<file path="config.mk">
export PLATFORM = sky130hd
export DESIGN_NAME = intr_ctrl
export DESIGN_NICKNAME = d
export VERILOG_FILES = /design/src/rtl/intr_pkg.sv /design/src/rtl/intr_timer.sv /design/src/rtl/intr_ctrl.sv
export SDC_FILE = /design/constraint.sdc
export NUM_CORES = 1
export LEC_CHECK = 0
export CAP_MARGIN = 10
export CELL_PAD_IN_SITES_DETAIL_PLACEMENT = 1
export CELL_PAD_IN_SITES_GLOBAL_PLACEMENT = 1
export CORE_ASPECT_RATIO = 0.9
export CORE_MARGIN = 2
export CORE_UTILIZATION = 30
export DETAILED_ROUTE_END_ITERATION = 10
export DONT_BUFFER_PORTS = 1
export GPL_TIMING_DRIVEN = 0
export PLACE_DENSITY = 0.58
export SLEW_MARGIN = 20
export SYNTH_ARGS = -nofsm -noshare
export SYNTH_HDL_FRONTEND = slang
export SYNTH_SLANG_ARGS = --single-unit
</file>
<file path="constraint.sdc">
create_clock -name clk -period 1.5 [get_ports clk]
set_input_delay 0.225 -clock clk [delete_from_list [all_inputs] [get_ports clk]]
set_output_delay 0.225 -clock clk [all_outputs]
set_load 0.005 [all_outputs]
</file>
<file path="src/rtl/intr_pkg.sv">
// intr_pkg: shared types and constants for the interrupt controller
// Contents: FSM state type, source bit indices, default timer period.
package intr_pkg;
    typedef enum logic [1:0] {IDLE, FIRE, SERVICE} state_t;
    localparam int SRC_EXT = 0;
    localparam int SRC_TMR = 1;
    localparam logic [9:0] DEF_PERIOD = 10'd1000;
endpackage

</file>
<file path="src/rtl/intr_timer.sv">
// intr_timer: periodic tick generator for the interrupt controller
// Ports: clk, reset (sync, active-high), i_en (count enable), o_tick (one-cycle tick).
// With INTR_TIMER_RELOAD_EN defined: i_reload_we / i_reload_wd load the period
// register (clamped to >= 2) and zero the counter.
module intr_timer
    import intr_pkg::*;
#(
    parameter logic [9:0] PERIOD = DEF_PERIOD
) (
    input  logic       clk,
    input  logic       reset,
    input  logic       i_en,
`ifdef INTR_TIMER_RELOAD_EN
    input  logic       i_reload_we,
    input  logic [9:0] i_reload_wd,
`endif
    output logic       o_tick
);
    logic [9:0] r_cnt;
    logic [9:0] w_per;
    logic       w_load;
`ifdef INTR_TIMER_RELOAD_EN
    logic [9:0] r_per;
    assign w_per  = r_per;
    assign w_load = i_reload_we;
    always_ff @(posedge clk) begin
        if (reset)
            r_per <= PERIOD;
        else if (i_reload_we)
            r_per <= (i_reload_wd < 10'd2) ? 10'd2 : i_reload_wd;
    end
`else
    assign w_per  = PERIOD;
    assign w_load = 1'b0;
`endif
    // a reload restarts the count, so no tick is issued in that cycle
    assign o_tick = i_en & ~w_load & (r_cnt == w_per - 10'd1);
    always_ff @(posedge clk) begin
        if (reset || w_load)
            r_cnt <= '0;
        else if (o_tick)
            r_cnt <= '0;
        else if (i_en)
            r_cnt <= r_cnt + 10'd1;
    end
endmodule

</file>
<file path="src/rtl/intr_ctrl.sv">
// intr_ctrl: interrupt request initiator for the single-cycle CPU
// Ports: clk, reset (sync, active-high); irq_ext (async external request),
// iret (return-from-interrupt), mask_we/mask_wd (mask write), timer_en;
// outputs s_intr1/s_intr2 (one-cycle requests), busy, pending {timer, external}.
// Optional macro INTR_TIMER_RELOAD_EN adds reload_we/reload_wd for a writable period.
module intr_ctrl
    import intr_pkg::*;
#(
    parameter logic [9:0] TIMER_PERIOD = DEF_PERIOD,
    parameter int         SYNC_STAGES  = 2
) (
    input  logic       clk,
    input  logic       reset,
    input  logic       irq_ext,
    input  logic       iret,
    input  logic       mask_we,
    input  logic [1:0] mask_wd,
    input  logic       timer_en,
`ifdef INTR_TIMER_RELOAD_EN
    input  logic       reload_we,
    input  logic [9:0] reload_wd,
`endif
    output logic       s_intr1,
    output logic       s_intr2,
    output logic       busy,
    output logic [1:0] pending
);
    logic [SYNC_STAGES-1:0] r_sync;
    logic                   r_sync_d;
    logic [1:0]             r_mask;
    logic [1:0]             r_pend;
    state_t                 r_state;
    state_t                 w_next;
    logic                   r_win;
    logic                   w_tick;
    logic [1:0]             w_req;
    logic [1:0]             w_set;
    logic [1:0]             w_clr;

    intr_timer #(.PERIOD(TIMER_PERIOD)) u_timer (
        .clk         (clk),
        .reset       (reset),
        .i_en        (timer_en),
`ifdef INTR_TIMER_RELOAD_EN
        .i_reload_we (reload_we),
        .i_reload_wd (reload_wd),
`endif
        .o_tick      (w_tick)
    );

    assign w_set[SRC_EXT] = r_sync[SYNC_STAGES-1] & ~r_sync_d;
    assign w_set[SRC_TMR] = w_tick;
    assign w_req          = r_pend & r_mask;
    // r_win: 0 = external, 1 = timer
    assign w_clr   = (r_state == FIRE) ? (r_win ? 2'b10 : 2'b01) : 2'b00;
    assign pending = r_pend;

    always_ff @(posedge clk) begin
        if (reset) begin
            r_sync   <= '0;
            r_sync_d <= 1'b0;
            r_mask   <= 2'b00;
            r_pend   <= 2'b00;
        end else begin
            r_sync   <= {r_sync[SYNC_STAGES-2:0], irq_ext};
            r_sync_d <= r_sync[SYNC_STAGES-1];
            if (mask_we)
                r_mask <= mask_wd;
            // a new event in the clearing cycle keeps the bit set
            r_pend <= (r_pend & ~w_clr) | w_set;
        end
    end

    always_ff @(posedge clk) begin
        if (reset) begin
            r_state <= IDLE;
            r_win   <= 1'b0;
        end else begin
            r_state <= w_next;
            if (r_state == IDLE)
                r_win <= ~w_req[SRC_EXT];
        end
    end

    always_comb begin
        w_next = r_state;
        case (r_state)
            IDLE:    w_next = (|w_req) ? FIRE : IDLE;
            FIRE:    w_next = SERVICE;
            SERVICE: w_next = iret ? IDLE : SERVICE;
            default: w_next = IDLE;
        endcase
    end

    // requests come from registered state; reset masks any pulse in its own cycle
    always_comb begin
        s_intr1 = ~reset & (r_state == FIRE) & ~r_win;
        s_intr2 = ~reset & (r_state == FIRE) & r_win;
        busy    = (r_state != IDLE);
    end
endmodule

</file>
# --- After elaboration in Yosys (flattened, before gate mapping) ---
# Index checks and enable logic that the tools add are counted.
totals:
  ff_bits: 20
  out_inout_bits: 5
classes:
  n_reduce_logical: 4
  addsub: 1
  n_eq_ne: 3
  bitwise_logic: 13
  n_mux: 5
ops:
  columns: ["op", "n"]
  rows:
  - ["10-bit by 1-bit adder with 10-bit output, second input constant", 1]
  - ["10-bit == test, second input constant", 1]
  - ["2-bit 2-to-1 mux", 3]
  - ["2-bit case mux with 3 select lines", 1]
  - ["1-bit bitwise AND", 5]
  - ["2-bit bitwise AND", 2]
  - ["1-bit NOT", 4]
  - ["2-bit OR reduction", 2]
  - ["2-bit by 1-bit == test with 1-bit output, second input constant", 1]
  - ["2-bit == test, second input constant", 1]
  - ["2-bit logical NOT", 1]
  - ["2-bit NOT", 1]
  - ["2-bit bitwise OR", 1]
  - ["2-bit nonzero test", 1]
  - ["1-bit 2-to-1 mux", 1]

# --- Logic depth before layout (Yosys ltp) ---
# Gate-level depths: netlist of run 1.
depth:
  ltp_word: 5
  mapped_depth: 5
  depth_no_buf: 4

# --- Cells and area by module ---
# A second synthesis of run 1 with hierarchy kept.
unflattened:
  cells_unflattened: 89
  hier_area_um2: 814.5
modules_own_cells:
  columns: ["module", "cells_each", "area_each_um2", "seq_area_each_um2", "instances"]
  rows:
  - ["intr_timer", 53, 464.2, 200.2, 1]
  - ["intr_ctrl", 36, 350.3, 200.2, 1]

# --- Worst setup path before layout of run 1 ---
# Ideal clock, no wire load.
synth_path:
  path_kind: "register to register"
  startpoint: "register u_timer.r_cnt[0]"
  endpoint: "register u_timer.r_cnt[9]"
  n_path_buf: 0
  path_slack_ns: 0.164
  path_stages_with_launch: 5
  setup_time_ns: 0.117
  arrival_ns: 1.219
  period_less_slack_ns: 1.336
  path_cell_list: "dfxtp_1 -> ha_1 -> and4bb_4 -> o2111ai_2 -> a32o_1"
synth_between:
  elab_chain_len: 3
  elab_cells_between_ends: 4
  cone_classes: "add/sub: 1; eq/ne: 1; bitwise: 1; reduce/logical: 1"
synth_lines:
  columns: ["item", "line_no", "source"]
  rows:
  - ["start, declared", "intr_timer.sv:19", "logic [9:0] r_cnt;"]
  - ["start signal, assigned", "intr_timer.sv:44", "r_cnt <= r_cnt + 10'd1;"]
  - ["parallel branches: the longest is 3 deep, another holds 10-bit by 1-bit adder with 10-bit output", null, null]
# Several ways; the timed one is not identified.
# A chain may end at the register's enable or synchronous reset.

# --- Worst setup path in the final report of run 1 ---
# Same ends and word-level chain as after synthesis.

==> results of run 1 <==
## worst paths after layout
path                                        from               end  cells past startpoint
worst min register to register         r_sync[0]         r_sync[1]                      1
worst max register to register  u_timer.r_cnt[0]  u_timer.r_cnt[9]                      4
worst min-delay path                     irq_ext         r_sync[0]                      1
worst max-delay path            u_timer.r_cnt[0]  u_timer.r_cnt[9]                      4
## synth_stat cells
cell type	n
dfxtp_1	20
nor2_1	11
a21oi_1	4
nand2_1	4
nand4_1	4
nor3_1	4
o21ai_0	4
and4_1	3
inv_1	3
mux2i_1	3
nor2b_1	3
xor2_1	3
a21oi_2	2
and3_1	2
buf_6	2
nand2b_1	2
nand3_1	2
or3_1	2
a21o_2	1
a22oi_1	1
a311oi_1	1
a31o_2	1
a32o_1	1
a41o_4	1
and4bb_4	1
clkbuf_1	1
ha_1	1
o2111ai_2	1
o211a_1	1
o211ai_1	1
xnor2_1	1
## cell type report
type / count / area (sq um)
fillers: 323 / 1770
multi-input cells: 65 / 445
flip-flops and latches: 20 / 403
well taps: 40 / 50.0
clock inverters: 1 / 30.0
plain buffers: 3 / 26.3
clock buffers: 3 / 22.5
inverters: 3 / 11.3
repair buffers: 1 / 10.0
## cell families after synthesis
| family | count (synthesis) | share of synthesized area |
|---|---|---|
| flops | 20 | 0.455 |
| fa+ha+maj | 1 | 0.0142 |
| simple gates | 38 | 0.239 |
| buf+inv | 6 | 0.0426 |
| xor+xnor | 4 | 0.0398 |
| compound gates | 19 | 0.176 |
| mux | 3 | 0.0341 |
## metrics by stage
stage                     setup TNS, ns  instances  utilization
after floorplan                       0         91            -
after global placement                0        131        0.336
after detailed placement        -0.0149        131        0.336
after CTS                             0        136        0.360
after global routing                  0        136        0.360
final                                 0        136        0.360
## metal layers
metal | up-vias | track usage | part of all wire
met2 | 12 | 0.182 | 0.43
li1 | 344 | - | -
met1 | 303 | 0.163 | 0.51
met3 | 2 | 0.0585 | 0.049
met4 | 0 | 0.0186 | 0.0083
met5 | - | 0 | 0
## power groups by stage
stage               logic, mW  registers (mW)  clock network, mW
global route           0.0581           0.566              0.481
floorplan              0.0394           0.569                  0
finish                 0.0501           0.563              0.440
global placement       0.0455           0.573                  0
detailed placement     0.0477           0.574                  0
CTS                    0.0510           0.563              0.457
## registers in the layout, summed over array words and instances (netlist names)
name / count
r_sync: 2
r_sync_d: 1
u_timer.r_cnt: 10
r_state: 2
r_mask: 2
r_win: 1
pending: 2
## cells in the final DEF (no fill, tap or decap), types with 4 or more instances in the layout
master,Yosys,final
dfxtp_1,20,18
nor2_1,11,11
nor3_1,4,4
a21oi_1,4,4
nand2_1,4,4
o21ai_0,4,4
nand4_1,4,4
## what timing repair did
item | in CTS | in global routing
setup buffers | 0 | 0
resized for setup | 2 | 1
setup endpoints to repair | 7 | 2
hold buffers | 1 | 0
endpoints found under the hold margin | 2 | 0
==> results.yml, run 1 <==
synth:
  ys_types: 31
  synth_top_area_share: 0.455
  syn_nets: 100
  ys_ff_latch: 20
  ys_warn_count: 0
  syn_area_per_cell_sq_um: 9.68
  syn-instance-count: 91
  synth_top_area_cell: "dfxtp_1"
  yosysSeqAreaShare: 0.455
  synthTopCellsByArea: "dfxtp_1 45%, nor2_1 4.7%, mux2i_1 3.4%"
  syn-cell-area_sq_um: 881
timing:
  hold_violations: 0
  relSlewSlack: 0.719
  min_period_ns: 1.42
  fin_crit_sh: 0.944
  drv_slew: 0
  layout_setup_ws_ns: 0.0843
  whs_ns: 0.0462
  skew_ns: 0.00138
  fmax_mhz: 706
  finalSetupViolCount: 0
  rsz0062_at_grt: "false"
  worst-slew-pin-transition_ns: 0.421
setup_path:
  path_buf_inv: 0
  slowest_delay_ns: 0.39
  crit_family: "flip-flops"
  worstPathRequired_ns: 1.71
  cp_max_fo: 5
  crit_slowest_cell: "dfxtp_2"
  path_cells: "ha_2 > and4bb_4 > o2111ai_2 > a32o_1"
  endpoint_kind: "register"
  critical_path_class: "register to register"
  cp_data_arrival_time_ns: 1.62
  start_kind: "register"
  rrSetupSlack_ns: 0.08
die:
  core-area_sq_um: 2770
  dieWidth_microns: 61.1
  die_area_sq_um: 3390
  die_h_microns: 55.4
  std_cell_rows: 18
  start_util: 0.318
  ios: 13
route:
  vias: 661
  post_drt_wl_per_cell_microns: 13.3
  wl_microns: 1800
  postRouteAntennaNets: 0
  drt_iter0_markers: 11
  vias_per_cell: 4.86
  drc: 0
  drt_pre_antenna_iters: 3
clocking:
  cts_buffers: 3
  htree_levels: 1
  clock-sinks: 20
  root_buffer: "clkbuf_4"
  cts_tree: "yes"
  cts_buffer_depth: 2
  clkLatencyLatePin_ns: 0.30
  clkTransAtPathRegs_ns: 0.11
pwr:
  switchingPower_mw: 0.210
  intPower_mw: 0.843
  finalPower_mw: 1.05
  pwr-share-clk: 0.418
  p_leak_nw: 0.372
  power_frac_seq: 0.535
  ir_drop_mv: 0.701
  p_comb_frac: 0.048
  p_per_area_nw_per_um2: 1050
  p_sw_frac: 0.199
run:
  max_cap_viol_count: 0
placement:
  place.gp.congestion: 0.691
  io_buffers: 0
  dp.final_hpwl_microns: 1270
  pre_cts_slack_ns: -0.0149
  dpl_cell_area_sq_um: 931
min_path:
  hold_class: "primary input to register"
grt:
  grt_pass1_wl_microns: 3150
  grt_pass1_vias: 683
  grt_max_degree: 13
  antenna_found_initial: 0
  track_usage: 0.122
  grt-ovfl-total: 0
outcome:
  outcome: "finished, final reports clean"
finish:
  final_nets: 106
  final_cell_area_sq_um: 998
  layout-drive-gt1-share: 0.167
  area_growth_syn_to_layout_pct: 13.4
  n_antenna_cell: 0
Note: power is estimated with default switching activity, not from simulation.
==> run 2, diff against run 1 <==
--- a/config.mk
+++ b/config.mk
@@ -11,10 +11,12 @@
 export CORE_ASPECT_RATIO = 0.9
 export CORE_MARGIN = 2
 export CORE_UTILIZATION = 30
+export CTS_CLUSTER_DIAMETER = 150
 export DETAILED_ROUTE_END_ITERATION = 10
 export DONT_BUFFER_PORTS = 1
 export GPL_TIMING_DRIVEN = 0
 export PLACE_DENSITY = 0.58
+export SKIP_CTS_REPAIR_TIMING = 1
 export SLEW_MARGIN = 20
 export SYNTH_ARGS = -nofsm -noshare
 export SYNTH_HDL_FRONTEND = slang
==> results of run 2 <==
No change in the layout: final DEF, timing and power equal those of run 1.
Main changes from that run: via count of the first global-routing pass 683 -> 681; met3 usage 0.0585 -> 0.0562
